$ cat src/rtl/gobackn_pkg.sv
// Shared Go-Back-N definitions: default widths, sequence/frame types, transmitter
// state encoding and modular sequence distance, reused by transmitter and receiver.
package gobackn_pkg;

    localparam int GBN_SEQ_WIDTH     = 3;
    localparam int GBN_PAYLOAD_WIDTH = 5;

    typedef logic [GBN_SEQ_WIDTH-1:0] seq_t;

    typedef struct packed {
        logic [GBN_PAYLOAD_WIDTH-1:0] payload;
        seq_t                         seq;
    } frame_t;

    typedef enum logic [1:0] {
        ST_IDLE = 2'd0,
        ST_WAIT = 2'd1,
        ST_RETX = 2'd2
    } tx_state_e;

    // Forward distance from a to b, wrapping modulo 2**GBN_SEQ_WIDTH.
    function automatic seq_t seq_dist(input seq_t a, input seq_t b);
        return seq_t'(b - a);
    endfunction

endpackage

$ cat src/rtl/gobackn_transmitter_if.sv
// Producer/link/ack signal bundle of the Go-Back-N transmitter.
// The master modport is the transmitter's view; slave is the environment's view.
interface gobackn_transmitter_if
    import gobackn_pkg::*;
#(
    parameter int SEQ_WIDTH     = GBN_SEQ_WIDTH,
    parameter int PAYLOAD_WIDTH = GBN_PAYLOAD_WIDTH
) ();

    logic [PAYLOAD_WIDTH-1:0]           in_payload;
    logic                               in_valid;
    logic                               in_ready;
    logic [PAYLOAD_WIDTH+SEQ_WIDTH-1:0] tx_data;
    logic                               tx_valid;
    logic                               tx_ready;
    logic [SEQ_WIDTH-1:0]               ack;
    logic                               ack_valid;

    modport master (
        input  in_payload, in_valid, tx_ready, ack, ack_valid,
        output in_ready, tx_data, tx_valid
    );

    modport slave (
        output in_payload, in_valid, tx_ready, ack, ack_valid,
        input  in_ready, tx_data, tx_valid
    );

endinterface

$ cat src/rtl/gobackn_tx_buffer.sv
// Payload store for the Go-Back-N transmitter: written at the next new sequence slot,
// read asynchronously at the slot of the frame about to be placed on the link.
module gobackn_tx_buffer #(
    parameter int DEPTH = 4,
    parameter int WIDTH = 5,
    parameter int AW    = 2
) (
    input  logic             clk,
    input  logic             wr_en,
    input  logic [AW-1:0]    wr_idx,
    input  logic [WIDTH-1:0] wr_data,
    input  logic [AW-1:0]    rd_idx,
    output logic [WIDTH-1:0] rd_data
);

    logic [WIDTH-1:0] mem_q [DEPTH];

    // NOTE: the payload RAM has no reset; whether a slot holds a live frame is
    // decided solely by the sequence pointers, so stale contents are never sent.
    always_ff @(posedge clk) begin
        if (wr_en) begin
            mem_q[wr_idx] <= wr_data;
        end
    end

    assign rd_data = mem_q[rd_idx];

endmodule

$ cat src/rtl/gobackn_transmitter.sv
// Go-Back-N sending end: windowed buffering, cumulative ack handling and timeout retransmission.
// Optional build macro GBN_TX_STATS_EN adds the saturating retx_count output.
module gobackn_transmitter
    import gobackn_pkg::*;
#(
    parameter int N             = 4,
    parameter int SEQ_WIDTH     = gobackn_pkg::GBN_SEQ_WIDTH,
    parameter int PAYLOAD_WIDTH = gobackn_pkg::GBN_PAYLOAD_WIDTH,
    parameter int TIMEOUT       = 16
) (
    input  logic                  clk,
    input  logic                  reset,
    gobackn_transmitter_if.master bus
`ifdef GBN_TX_STATS_EN
    ,
    output logic [15:0]           retx_count
`endif
);

    localparam int CW = $clog2(N + 1);
    localparam int AW = (N > 1) ? $clog2(N) : 1;
    localparam int TW = $clog2(TIMEOUT);

    typedef logic [SEQ_WIDTH-1:0] sq_t;

    localparam sq_t           SEQ_ONE   = sq_t'(1);
    localparam logic [CW-1:0] CNT_ONE   = CW'(1);
    localparam logic [CW-1:0] CNT_MAX   = CW'(N);
    localparam logic [TW-1:0] TIMER_ONE = TW'(1);
    localparam logic [TW-1:0] TIMER_MAX = TW'(TIMEOUT - 1);

    if (N < 1 || N >= (1 << SEQ_WIDTH)) begin : g_bad_window
        $error("gobackn_transmitter: N must satisfy 1 <= N < 2**SEQ_WIDTH");
    end
    if (TIMEOUT < 2) begin : g_bad_timeout
        $error("gobackn_transmitter: TIMEOUT must be at least 2");
    end

    function automatic logic [AW-1:0] slot(input sq_t s);
        return AW'(int'(s) % N);
    endfunction

    sq_t                            base_q, base_d;
    sq_t                            next_seq_q, next_seq_d;
    sq_t                            send_ptr_q, send_ptr_d;
    sq_t                            retx_stop_q, retx_stop_d;
    logic [CW-1:0]                  count_q, count_d;
    logic [TW-1:0]                  timer_q, timer_d;
    tx_state_e                      state_q, state_d;
    logic                           tx_valid_q, tx_valid_d;
    logic                           in_ready_q, in_ready_d;
    logic [PAYLOAD_WIDTH+SEQ_WIDTH-1:0] tx_data_q, tx_data_d;

    logic                     accept, tx_fire, ack_ok, timeout;
    sq_t                      sp_adv, ack_limit, ack_dist, sent_dist, ack_span, sp_dist;
    logic [PAYLOAD_WIDTH-1:0] rd_payload, tx_payload;

    always_comb begin
        // NOTE: every signal gets a default before any branch so no path infers a latch.
        accept    = bus.in_valid && in_ready_q;
        tx_fire   = tx_valid_q && bus.tx_ready;
        sp_adv    = send_ptr_q + (tx_fire ? SEQ_ONE : '0);
        // While retransmitting, frames up to the pre-timeout send point count as sent.
        ack_limit = (state_q == ST_RETX) ? retx_stop_q : send_ptr_q;
        ack_dist  = bus.ack - base_q;
        sent_dist = ack_limit - base_q;
        ack_span  = ack_dist + SEQ_ONE;
        sp_dist   = sp_adv - base_q;
        ack_ok    = bus.ack_valid && (ack_dist < sent_dist);
        timeout   = (state_q != ST_RETX) && (base_q != send_ptr_q) &&
                    (timer_q == TIMER_MAX) && !ack_ok;

        base_d      = ack_ok ? (bus.ack + SEQ_ONE) : base_q;
        next_seq_d  = next_seq_q + (accept ? SEQ_ONE : '0);
        count_d     = count_q + (accept ? CNT_ONE : '0) - (ack_ok ? CW'(ack_span) : '0);
        send_ptr_d  = sp_adv;
        retx_stop_d = retx_stop_q;
        if (timeout) begin
            send_ptr_d  = base_q;
            retx_stop_d = sp_adv;
        end else if (ack_ok && (sp_dist < ack_span)) begin
            send_ptr_d = base_d;
        end

        if (ack_ok || timeout || state_q == ST_RETX || base_q == send_ptr_q) begin
            timer_d = '0;
        end else begin
            timer_d = timer_q + TIMER_ONE;
        end

        state_d = state_q;
        unique case (state_q)
            ST_IDLE: if (tx_fire) state_d = ST_WAIT;
            ST_WAIT: begin
                if (timeout)                   state_d = ST_RETX;
                else if (base_d == next_seq_d) state_d = ST_IDLE;
            end
            ST_RETX: if (send_ptr_d == retx_stop_q) state_d = ST_WAIT;
            default: state_d = ST_IDLE;
        endcase

        in_ready_d = (count_d < CNT_MAX) && (state_d != ST_RETX);
        tx_valid_d = (send_ptr_d != next_seq_d);
    end

    // A payload accepted this cycle may be the very frame to present next.
    always_comb begin
        tx_payload = (accept && send_ptr_d == next_seq_q) ? bus.in_payload : rd_payload;
        tx_data_d  = {tx_payload, send_ptr_d};
    end

    gobackn_tx_buffer #(
        .DEPTH (N),
        .WIDTH (PAYLOAD_WIDTH),
        .AW    (AW)
    ) u_buffer (
        .clk     (clk),
        .wr_en   (accept),
        .wr_idx  (slot(next_seq_q)),
        .wr_data (bus.in_payload),
        .rd_idx  (slot(send_ptr_d)),
        .rd_data (rd_payload)
    );

    always_ff @(posedge clk or negedge reset) begin
        if (!reset) begin
            base_q      <= '0;
            next_seq_q  <= '0;
            send_ptr_q  <= '0;
            retx_stop_q <= '0;
            count_q     <= '0;
            timer_q     <= '0;
            state_q     <= ST_IDLE;
            tx_valid_q  <= 1'b0;
            in_ready_q  <= 1'b1;
            tx_data_q   <= '0;
        end else begin
            base_q      <= base_d;
            next_seq_q  <= next_seq_d;
            send_ptr_q  <= send_ptr_d;
            retx_stop_q <= retx_stop_d;
            count_q     <= count_d;
            timer_q     <= timer_d;
            state_q     <= state_d;
            tx_valid_q  <= tx_valid_d;
            in_ready_q  <= in_ready_d;
            tx_data_q   <= tx_data_d;
        end
    end

    assign bus.in_ready = in_ready_q;
    assign bus.tx_valid = tx_valid_q;
    assign bus.tx_data  = tx_data_q;

`ifdef GBN_TX_STATS_EN
    logic [15:0] retx_count_q, retx_count_d;

    always_comb begin
        retx_count_d = retx_count_q;
        if (timeout && retx_count_q != 16'hFFFF) begin
            retx_count_d = retx_count_q + 16'd1;
        end
    end

    always_ff @(posedge clk or negedge reset) begin
        if (!reset) retx_count_q <= '0;
        else        retx_count_q <= retx_count_d;
    end

    assign retx_count = retx_count_q;
`endif

endmodule

$ cat src/flat_wrapper.sv
// flat-port wrapper written by rule: the top's interface ports become plain ports
module gobackn_transmitter_flat import gobackn_pkg::*;
#(
    parameter int N             = 4,
    parameter int SEQ_WIDTH     = gobackn_pkg::GBN_SEQ_WIDTH,
    parameter int PAYLOAD_WIDTH = gobackn_pkg::GBN_PAYLOAD_WIDTH,
    parameter int TIMEOUT       = 16
)
  (clk, reset, bus_in_payload, bus_in_valid, bus_tx_ready, bus_ack, bus_ack_valid, bus_in_ready, bus_tx_data, bus_tx_valid);
  gobackn_transmitter_if #(.SEQ_WIDTH(SEQ_WIDTH), .PAYLOAD_WIDTH(PAYLOAD_WIDTH)) bus_i ();
  input  logic clk;
  input  logic reset;
  input wire logic [$bits(bus_i.in_payload)-1:0] bus_in_payload;
  input wire logic [$bits(bus_i.in_valid)-1:0] bus_in_valid;
  input wire logic [$bits(bus_i.tx_ready)-1:0] bus_tx_ready;
  input wire logic [$bits(bus_i.ack)-1:0] bus_ack;
  input wire logic [$bits(bus_i.ack_valid)-1:0] bus_ack_valid;
  output wire logic [$bits(bus_i.in_ready)-1:0] bus_in_ready;
  output wire logic [$bits(bus_i.tx_data)-1:0] bus_tx_data;
  output wire logic [$bits(bus_i.tx_valid)-1:0] bus_tx_valid;
  assign bus_i.in_payload = bus_in_payload;
  assign bus_i.in_valid = bus_in_valid;
  assign bus_i.tx_ready = bus_tx_ready;
  assign bus_i.ack = bus_ack;
  assign bus_i.ack_valid = bus_ack_valid;
  assign bus_in_ready = bus_i.in_ready;
  assign bus_tx_data = bus_i.tx_data;
  assign bus_tx_valid = bus_i.tx_valid;
  gobackn_transmitter #(.N(N), .SEQ_WIDTH(SEQ_WIDTH), .PAYLOAD_WIDTH(PAYLOAD_WIDTH), .TIMEOUT(TIMEOUT)) u_core (.clk(clk), .reset(reset), .bus(bus_i));
endmodule
$ cat config.mk
export PLATFORM = sky130hd
export DESIGN_NAME = gobackn_transmitter_flat
export DESIGN_NICKNAME = d
export VERILOG_FILES = /design/src/rtl/gobackn_pkg.sv /design/src/rtl/gobackn_transmitter_if.sv /design/src/rtl/gobackn_tx_buffer.sv /design/src/rtl/gobackn_transmitter.sv /design/src/flat_wrapper.sv
export SDC_FILE = /design/constraint.sdc
export NUM_CORES = 1
export LEC_CHECK = 0
export CAP_MARGIN = 20
export CELL_PAD_IN_SITES_DETAIL_PLACEMENT = 1
export CELL_PAD_IN_SITES_GLOBAL_PLACEMENT = 1
export CORE_AREA = 2 2 76 78
export CTS_CLUSTER_DIAMETER = 120
export DETAILED_ROUTE_END_ITERATION = 7
export DIE_AREA = 0 0 78 80
export GPL_TIMING_DRIVEN = 0
export PLACE_DENSITY = 0.89
export SYNTH_ARGS = -nofsm -noshare
export SYNTH_HDL_FRONTEND = slang
export SYNTH_SLANG_ARGS = --single-unit
$ cat constraint.sdc
create_clock -name clk -period 9.1 [get_ports clk]
set_clock_uncertainty 0.15 [all_clocks]
set_input_delay 1.82 -clock clk [delete_from_list [all_inputs] [get_ports clk]]
set_output_delay 1.82 -clock clk [all_outputs]
set_load 0.02 [all_outputs]
==> results of run 1 <==
[stage by stage]
step                      hold WS [ns]  instance area, um^2  std cells  setup WS [ns]  util, %
after floorplan                  0.283                 2640        215           3.73        -
after global placement           0.305                 2950        309           2.72     54.5
after detailed placement         0.312                 2960        310           2.58     54.8
after CTS                        0.325                 3050        318           2.86     56.4
after global routing             0.356                 3050        318           2.49     56.4
final                            0.324                 3050        318           2.88     56.4
[registers in the layout (all words and copies together) (netlist names)]
register               flops
u_core.retx_stop_q         3
u_core.send_ptr_q          2
u_core.timer_q             4
u_core.bus.tx_data         6
u_core.next_seq_q          3
u_core.bus.tx_valid        1
u_core.count_q             3
u_core.bus.in_ready        1
u_core.state_q             2
u_core.base_q              3
u_core.u_buffer.mem_q     20
[worst max-delay path: cells and delay by family]
kind / cells / cell delay, ns
buffers and inverters: 4 / 0.66
adder cells (fa/ha/maj): 5 / 1.55
AND/OR/NAND/NOR: 2 / 0.34
AO/OA/AOI/OAI: 2 / 0.98
XOR/XNOR: 5 / 0.92
[how the worst max path moves through the flow]
stage / start / endpoint / slack, ns
global placement: bus_ack[0] / u_core.bus.in_ready$_DFF_PN1_ / 2.72
finish: bus_ack[0] / u_core.bus.in_ready$_DFF_PN1_ / 2.88
CTS: bus_ack[0] / u_core.bus.in_ready$_DFF_PN1_ / 2.86
detailed placement: bus_ack[0] / u_core.bus.in_ready$_DFF_PN1_ / 2.58
global route: bus_ack[0] / u_core.bus.in_ready$_DFF_PN1_ / 2.49
floorplan: bus_ack[0] / u_core.bus.tx_data[3]$_DFF_PN0_ / 3.73
[synthesized netlist by cell type (5+ instances only)]
cell / count / area share (%)
nand2_1: 6 / 0.85
dfrtp_1: 27 / 26
nand2b_1: 8 / 1.9
mux2_2: 8 / 3.4
nor2_1: 8 / 1.1
edfxtp_1: 20 / 23
xor2_1: 10 / 3.3
ha_1: 16 / 7.6
a22oi_1: 5 / 1.4
mux2i_1: 9 / 3.4
xnor2_1: 20 / 6.6
nand3_1: 6 / 1.1
a21oi_1: 8 / 1.5
inv_1: 17 / 2.4
and3_1: 7 / 1.7
[final cells by class]
class | instances | area [um^2] | area share (%)
Sequential cell | 48 | 1300 | 42.7
Multi-Input combinational cell | 143 | 1220 | 40.0
Timing Repair Buffer | 23 | 235 | 7.71
Tap cell | 72 | 90.1 | 2.95
Clock buffer | 5 | 68.8 | 2.26
Inverter | 17 | 63.8 | 2.09
Buffer | 7 | 50.0 | 1.64
Clock inverter | 3 | 17.5 | 0.574
[kinds of logic after synthesis]
logic type,Yosys count,share of synthesized area [%]
flip-flops,48,49.4
buffers and inverters,24,4.32
AND/OR/NAND/NOR,47,10.2
XOR/XNOR,31,10.6
adder cells (fa/ha/maj),20,10.6
AO/OA/AOI/OAI,28,8.11
multiplexers,17,6.83
[layer usage]
layer	vias up	wire length (um)	share of wire, %	track usage [%]
li1	811	-	-	-
met1	864	2570	43	25.6
met2	26	3270	55	40.4
met3	4	116	1.9	3.51
met4	0	34	0.57	4.74
met5	-	0	0	0
==> run metrics, run 1 <==
antenna violations before repair 0; Worst Reg2Reg Path Length in Cells 18; Worst Tran Pin Value 0.944 ns; status complete, no violations; Core Area 5410 um^2; Clock H-tree levels 2; hold_buf cts 0; fraction of registers with async set or reset after synthesis 58.3%; RR Startpoint u_core.state_q[1]$_DFF_PN0_; commonest non-fill, non-tap cells in the layout 27 x dfrtp_1, 22 x clkdlybuf4s50_1, 20 x xnor2_1, 20 x edfxtp_1, 17 x inv_1; Post-Syn Area 2640 um^2; first-pass GRT wire length 10,100 um; critical setup path kind in2reg; register bit total from synthesis 48; vias per cell 5.36; Syn. warnings 0; Vias 1,705; top_reg_cell synth dfrtp_1; layout net count 278; drt initial violations 92; final hold vios 0; reg2reg end u_core.bus.in_ready$_DFF_PN1_; DIE AREA 6240 um^2; HP Start u_core.timer_q[0]$_DFF_PN0_; Post-synth EDFFs 20; Initial Util 48.8%; worst hold path depth 1; CTS tree done; min Tclk post-route 6.22 ns; worst hold path type reg2reg; commonest non-fill, non-tap cell in the layout dfrtp_1; DIE HEIGHT 80 um; Slew HR 37.0%; hpwl dp 4490 um; ANT cells 0; Layout area overhead 15.6%; final worst-path cycle share 68.4%; worst hold endpoint u_core.timer_q[0]$_DFF_PN0_; WL per Instance 18.8 um; CP max stage delay 0.66 ns; final setup vio count 0; Synth Area per Inst 12.3 um^2; Achievable Freq 161 MHz; io pins 23; vias in the first global route 1,934; max cap viols 0; clock buffer count from CTS 5; Data arrival, critical path 6.25 ns; Root Buffer clkbuf_8; largest net degree at the start of global routing 16; Setup TNS 0 ns; cts repair resizes 0; Routed Antenna Nets 0; clock tree sinks 48; DRC errors left 0; Worst-path clk slew 0.09 ns; fillers 566; RSZ-0062 raised after global routing no; Max Root-Sink Buffers 2; Seq/Total Area, Yosys 49.4%; WL final 5990 um; gpl congestion 0.808; CP Cell Sequence clkdlybuf4s50_1, inv_1, ha_1, inv_1, fa_1, xor2_1, xnor2_1, ha_1, and2_1, a211oi_1, nand2_1, ha_1, inv_1, fa_1, xor2_1, xnor2_1, xnor2_1, a211oi_1; Slew Limit Fails 0; clock latency on the worst-skew pair 0.30 ns; Mapped Cells 215; Worst EP required 9.13 ns; IO Port Bufs 22; Slowest-stage cell, CP a211oi_1; element type at the critical path end flip-flop; die extent in x 78 um; flop2flop setup slack 4.11 ns; share of layout cells above drive strength 1 11.8%; CP Max Fanout 4; 1st-pass router iterations 4; Mapped Nets 248; Rows 27; post-CTS setup buffer count 0; Setup crit start kind input pin; Synth cell types 39; GRT Overall Usage 21.4%; total gr overflow 0
Power of run 1 is left out: the tool's default activity adds up to more than one toggle a clock period on the data nets, which glitch-free logic cannot reach.
==> inputs of run 2 (changes only) <==
--- a/config.mk
+++ b/config.mk
@@ -8,12 +8,12 @@
 export CAP_MARGIN = 20
 export CELL_PAD_IN_SITES_DETAIL_PLACEMENT = 1
 export CELL_PAD_IN_SITES_GLOBAL_PLACEMENT = 1
-export CORE_AREA = 2 2 76 78
+export CORE_AREA = 2 2 83 85
 export CTS_CLUSTER_DIAMETER = 120
 export DETAILED_ROUTE_END_ITERATION = 7
-export DIE_AREA = 0 0 78 80
+export DIE_AREA = 0 0 85 87
 export GPL_TIMING_DRIVEN = 0
-export PLACE_DENSITY = 0.89
+export PLACE_DENSITY = 0.8
 export SYNTH_ARGS = -nofsm -noshare
 export SYNTH_HDL_FRONTEND = slang
 export SYNTH_SLANG_ARGS = --single-unit
==> constraint.sdc (replaced) <==
create_clock -name clk -period 5.57 [get_ports clk]
set_clock_uncertainty 0.15 [all_clocks]
set_input_delay 1.114 -clock clk [delete_from_list [all_inputs] [get_ports clk]]
set_output_delay 1.114 -clock clk [all_outputs]
set_load 0.02 [all_outputs]
==> run 2 against run 1 <==
Net effect: register-to-register slack got worse by 3.3 ns; sequential cell count did not move; sequential share of layout area decreased by 1.4 points; clock-buffer cell count is the same; non-clock buffer count grew 2; first-iteration DRC count fell by 35%; wire length shrank 3.7%; critical endpoint unchanged; hold slack lost 0.013 ns.
==> run metrics, run 2 (synthesis gave the netlist of run 1 again) <==
WL per Instance 17.6 um (was 18.8 um); RSZ-0062 raised after global routing no (unchanged); DIE AREA 7400 um^2 (was 6240 um^2); max FFs per register 20 (unchanged); drt initial violations 60 (was 92); die extent in x 85 um (was 78 um); IO Port Bufs 22 (unchanged); Worst-path clk slew 0.09 ns (about the same); CTS tree done (unchanged); min Tclk post-route 5.11 ns; gpl congestion 0.829 (was 0.808); Clock H-tree levels 2 (unchanged); first-pass GRT wire length 9460 um (was 10,100 um); most used cell, CP ha_1; GR Util met1 21.0% (was 25.6%); pre-CTS WS -0.384 ns (was 2.58 ns); antenna violations before repair 0 (unchanged); worst hold path depth 1 (unchanged); largest net degree at the start of global routing 17 (was 16); GRT Overall Usage 16.7% (was 21.4%); clock buffer count from CTS 5 (unchanged); hold_buf cts 0 (unchanged); Max Root-Sink Buffers 2 (unchanged); Worst EP required 5.62 ns (was 9.13 ns); io pins 23 (unchanged); Achievable Freq 196 MHz; setup ws final 0.456 ns (was 2.88 ns); max cap viols 0 (unchanged); vias in the first global route 1,861 (was 1,934); fillers 700 (was 566); element type at the critical path end flip-flop (unchanged); WL final 5770 um (was 5990 um); Slew HR 41.4% (was 37.0%); 1st-pass router iterations 4 (unchanged); clock tree sinks 48 (unchanged); Initial Util 40.2% (was 48.8%); final worst-path cycle share 91.8%; Setup TNS 0 ns (unchanged); total gr overflow 0 (unchanged); Slew Limit Fails 0 (unchanged); Worst Reg2Reg Path Length in Cells 21 (was 18); CP max stage delay 0.48 ns (was 0.66 ns); Worst Path Buf+Inv 4 (unchanged); CP Max Fanout 9 (was 4); Core Area 6570 um^2 (was 5410 um^2); final setup vio count 0 (unchanged); Setup crit start kind input pin (unchanged); clock latency on the worst-skew pair 0.31 ns (was 0.30 ns); vias per cell 5.19 (was 5.36); final hold vios 0 (unchanged); layout net count 280 (was 278); share of layout cells above drive strength 1 15.3% (was 11.8%); Worst Tran Pin Value 0.878 ns (was 0.944 ns); met2 usage 29.7% (was 40.4%); CP Cell Sequence clkdlybuf4s50_1, fa_1, xor2_2, xnor2_2, ha_1, and2_1, a211o_1, buf_6, nor2_2, ha_1, inv_1, ha_1, inv_1, fa_1, xor2_1, xnor2_1, xnor2_2, a211oi_2 (was clkdlybuf4s50_1, inv_1, ha_1, inv_1, fa_1, xor2_1, xnor2_1, ha_1, and2_1, a211oi_1, nand2_1, ha_1, inv_1, fa_1, xor2_1, xnor2_1, xnor2_1, a211oi_1); DRC errors left 0 (unchanged); ANT cells 0 (unchanged); Layout area overhead 19.5% (was 15.6%); grt met3 use 3.03% (was 3.51%); Root Buffer clkbuf_8 (unchanged); Routed Antenna Nets 0 (unchanged); commonest non-fill, non-tap cells in the layout 27 x dfrtp_1, 21 x clkdlybuf4s50_1, 20 x edfxtp_1, 18 x xnor2_1, 17 x inv_1 (was 27 x dfrtp_1, 22 x clkdlybuf4s50_1, 20 x xnor2_1, 20 x edfxtp_1, 17 x inv_1); Largest delay share family, worst path adder cells (unchanged); status complete, no violations (unchanged); CP Depth 18 (unchanged); Largest Register u_core.u_buffer.mem_q (unchanged); Data arrival, critical path 5.17 ns (was 6.25 ns); commonest non-fill, non-tap cell in the layout dfrtp_1 (unchanged); worst hold path type reg2reg (unchanged); most crowded layer after global routing met2 (unchanged); DIE HEIGHT 87 um (was 80 um); hpwl dp 4420 um (was 4490 um); Vias 1,702 (was 1,705); Slowest-stage cell, CP fa_1 (was a211oi_1); critical setup path kind in2reg (unchanged); Rows 30 (was 27)
==> run 2: cell types whose count changed in the layout (fill, tap and decap cells not counted), sizes merged <==
cell,previous run,this run
dlymetal6s2s,0,1
clkdlybuf4s50,22,21
inv,18,17
buf,8,10
bufinv,0,1
==> run 2: final cells by class <==
cell class	instances	area (um^2)	area share, %
Buffer	7	50.0	1.59
Clock buffer	5	68.8	2.18
Clock inverter	3	47.5	1.51
Inverter	17	63.8	2.02
Multi-Input combinational cell	143	1270	40.3
Sequential cell	48	1300	41.3
Tap cell	80	100	3.18
Timing Repair Buffer	25	250	7.94
==> run 2: path summary, 6_finish.rpt <==
path                                        startpoint                           endpoint  slack [ns]
min                        u_core.timer_q[0]$_DFF_PN0_        u_core.timer_q[0]$_DFF_PN0_        0.31
max reg2reg                u_core.state_q[1]$_DFF_PN0_      u_core.bus.in_ready$_DFF_PN1_        0.81
max in group asynchronous                        reset  u_core.retx_stop_q[2]$_DFFE_PN0P_        3.63
min reg2reg                u_core.timer_q[0]$_DFF_PN0_        u_core.timer_q[0]$_DFF_PN0_        0.31
min in group asynchronous                        reset    u_core.bus.tx_data[4]$_DFF_PN0_        1.08
max                                         bus_ack[1]      u_core.bus.in_ready$_DFF_PN1_        0.46
==> run 2: timing repair <==
item,in CTS,in global routing
setup buffers,0,1
pin swaps,0,3
endpoints found under the setup margin,1,6
resized for setup,1,7
==> run 2: per-layer routing <==
layer / vias up / wire (um)
li1: 813 / -
met1: 847 / 2550
met3: 8 / 154
met2: 34 / 2970
met5: - / 0
met4: 0 / 87
==> run 2: worst register-to-register path, stage by stage, from the launching register on <==
cell	delay [ns]
dfrtp_1	0.42
nor2b_1	0.14
buf_2	0.17
mux2i_1	0.13
ha_1	0.20
fa_1	0.37
xnor2_1	0.20
xnor2_1	0.16
ha_1	0.27
and2_1	0.22
a211o_1	0.29
buf_6	0.14
nor2_2	0.11
ha_1	0.25
inv_1	0.06
ha_1	0.13
inv_1	0.05
fa_1	0.39
xor2_1	0.17
xnor2_1	0.24
xnor2_2	0.12
a211oi_2	0.28
==> run 2: per-stage QoR <==
| stage | instances | utilization, % | cell area [um^2] | hold WS, ns |
|---|---|---|---|---|
| 2_1_floorplan | 215 | - | 2640 | 0.283 |
| 3_3_place_gp | 317 | 45.0 | 2960 | 0.303 |
| 3_5_place_dp | 318 | 45.3 | 2970 | 0.305 |
| 4_1_cts | 326 | 47.1 | 3090 | 0.318 |
| 5_1_grt | 328 | 48.0 | 3150 | 0.350 |
| 6_report | 328 | 48.0 | 3150 | 0.311 |
Power of run 2 is left out for the same reason.
==> inputs of run 3 (changes only) <==
--- a/config.mk
+++ b/config.mk
@@ -8,12 +8,12 @@
 export CAP_MARGIN = 20
 export CELL_PAD_IN_SITES_DETAIL_PLACEMENT = 1
 export CELL_PAD_IN_SITES_GLOBAL_PLACEMENT = 1
-export CORE_AREA = 2 2 83 85
+export CORE_AREA = 2 2 85 87
 export CTS_CLUSTER_DIAMETER = 120
 export DETAILED_ROUTE_END_ITERATION = 7
-export DIE_AREA = 0 0 85 87
+export DIE_AREA = 0 0 87 89
 export GPL_TIMING_DRIVEN = 0
-export PLACE_DENSITY = 0.8
+export PLACE_DENSITY = 0.73
 export SYNTH_ARGS = -nofsm -noshare
 export SYNTH_HDL_FRONTEND = slang
 export SYNTH_SLANG_ARGS = --single-unit
==> run 3 against run 2 <==
Net effect: utilization fell by 1.6 points; cell area fell by 1.0%; die area rose by 4.7%; worst setup slack got worse by 0.11 ns; first-iteration DRC count did not move; wire length fell by 3.6%.
==> run metrics, run 3 (synthesis gave the netlist of run 1 again) <==
status complete, no violations (unchanged); Initial Util 39.3% (was 40.2%); DIE AREA 7740 um^2 (was 7400 um^2); final hold vios 0 (unchanged); WL final 5560 um (was 5770 um); clock buffer count from CTS 5 (unchanged); Achievable Freq 191 MHz (was 196 MHz); IO Port Bufs 22 (unchanged); DIE HEIGHT 89 um (was 87 um); vias in the first global route 1,854 (was 1,861); io pins 23 (unchanged); Layout area overhead 18.3% (was 19.5%); Core Area 6720 um^2 (was 6570 um^2); Root Buffer clkbuf_8 (unchanged); 1st-pass router iterations 4 (unchanged); Rows 30 (unchanged); Max Root-Sink Buffers 2 (unchanged); hold_buf cts 0 (unchanged); DP Area 2990 um^2 (was 2970 um^2); post-CTS setup buffer count 0 (unchanged); Worst Tran Pin Value 0.955 ns (was 0.878 ns); CTS tree done (unchanged); vias per cell 5.16 (was 5.19); GRT Overall Usage 15.7% (was 16.7%); post-route cell area 3120 um^2 (was 3150 um^2); commonest non-fill, non-tap cell in the layout dfrtp_1 (unchanged); Slew HR 36.2% (was 41.4%); largest net degree at the start of global routing 17 (unchanged); pre-CTS WS -0.0541 ns (was -0.384 ns); element type at the critical path end flip-flop (unchanged); die extent in x 87 um (was 85 um); max FFs per register 20 (unchanged); worst hold path type reg2reg (unchanged); fillers 710 (was 700); WL per Instance 17.0 um (was 17.6 um); Setup TNS 0 ns (unchanged); Slew Limit Fails 0 (unchanged); Clock H-tree levels 2 (unchanged); RSZ-0062 raised after global routing no (unchanged); clock tree sinks 48 (unchanged); WHS 0.332 ns (was 0.311 ns); gpl congestion 0.758 (was 0.829); hpwl dp 4370 um (was 4420 um); CP Max Fanout 10 (was 9); Largest Register u_core.u_buffer.mem_q (unchanged); layout net count 278 (was 280); final worst-path cycle share 93.8% (was 91.8%); max cap viols 0 (unchanged); Worst EP required 5.60 ns (was 5.62 ns); clock latency on the worst-skew pair 0.30 ns (was 0.31 ns); Routed Antenna Nets 0 (unchanged); critical setup path kind in2reg (unchanged); Worst-path clk slew 0.08 ns (was 0.09 ns); commonest non-fill, non-tap cells in the layout 27 x dfrtp_1, 22 x clkdlybuf4s50_1, 20 x xnor2_1, 20 x edfxtp_1, 17 x inv_1 (was 27 x dfrtp_1, 21 x clkdlybuf4s50_1, 20 x edfxtp_1, 18 x xnor2_1, 17 x inv_1); share of layout cells above drive strength 1 12.6% (was 15.3%); ANT cells 0 (unchanged); Data arrival, critical path 5.26 ns (was 5.17 ns); drt initial violations 60 (unchanged); Setup crit start kind input pin (unchanged); DRC errors left 0 (unchanged); setup ws final 0.343 ns (was 0.456 ns); total gr overflow 0 (unchanged); first-pass GRT wire length 9170 um (was 9460 um); final setup vio count 0 (unchanged); antenna violations before repair 0 (unchanged); Vias 1,681 (was 1,702); min Tclk post-route 5.23 ns (was 5.11 ns)
## run 3: layer usage
metal	vias up	global-route usage, %	share of wire, %
met5	-	0	0
met4	0	4.26	0.45
met3	2	2.77	2.4
met2	16	28.5	53
met1	856	19.3	44
li1	807	-	-
## run 3: worst paths after layout
check / startpoint / to / slack [ns] / depth (start not counted)
max: bus_ack[0] / u_core.bus.tx_data[7]$_DFF_PN0_ / 0.34 / 18
min: u_core.timer_q[0]$_DFF_PN0_ / u_core.timer_q[0]$_DFF_PN0_ / 0.33 / 1
max reg2reg: u_core.state_q[1]$_DFF_PN0_ / u_core.bus.tx_data[7]$_DFF_PN0_ / 0.90 / 18
min reg2reg: u_core.timer_q[0]$_DFF_PN0_ / u_core.timer_q[0]$_DFF_PN0_ / 0.33 / 1
max in group asynchronous: reset / u_core.bus.in_ready$_DFF_PN1_ / 3.57 / 2
min in group asynchronous: reset / u_core.count_q[2]$_DFF_PN0_ / 1.09 / 1
## run 3: stage by stage
stage | instances | utilization, %
after CTS | 326 | 46.2
after detailed placement | 318 | 44.4
final | 326 | 46.4
after global placement | 317 | 44.0
after floorplan | 215 | -
after global routing | 326 | 46.4
## run 3: critical path, stage by stage
cell and delay [ns]:
clkdlybuf4s50_1 0.47, inv_1 0.10, ha_1 0.15, inv_1 0.05, fa_1 0.37, xor2_1 0.16, xnor2_1 0.24, ha_1 0.28
and2_1 0.22, a211o_1 0.28, buf_6 0.14, and3_1 0.15, buf_6 0.13, o31a_1 0.29, buf_2 0.20, xnor2_1 0.18
nor4_4 0.35, mux2_2 0.40
## run 3: timing repair
| item | in CTS | in global routing |
|---|---|---|
| setup endpoints to repair | 0 | 6 |
| resized for setup | 0 | 2 |
| endpoints found under the hold margin | 0 | 0 |
## run 3: cell type report
type                    count  area [um^2]  area share, %
flip-flops and latches     48         1300           41.8
multi-input cells         143         1240           39.7
repair buffers             23          248           7.94
well taps                  80          100           3.21
clock buffers               5         68.8           2.21
inverters                  17         63.8           2.05
plain buffers               7         50.0           1.60
clock inverters             3         47.5           1.52
Power of run 3 is left out for the same reason.
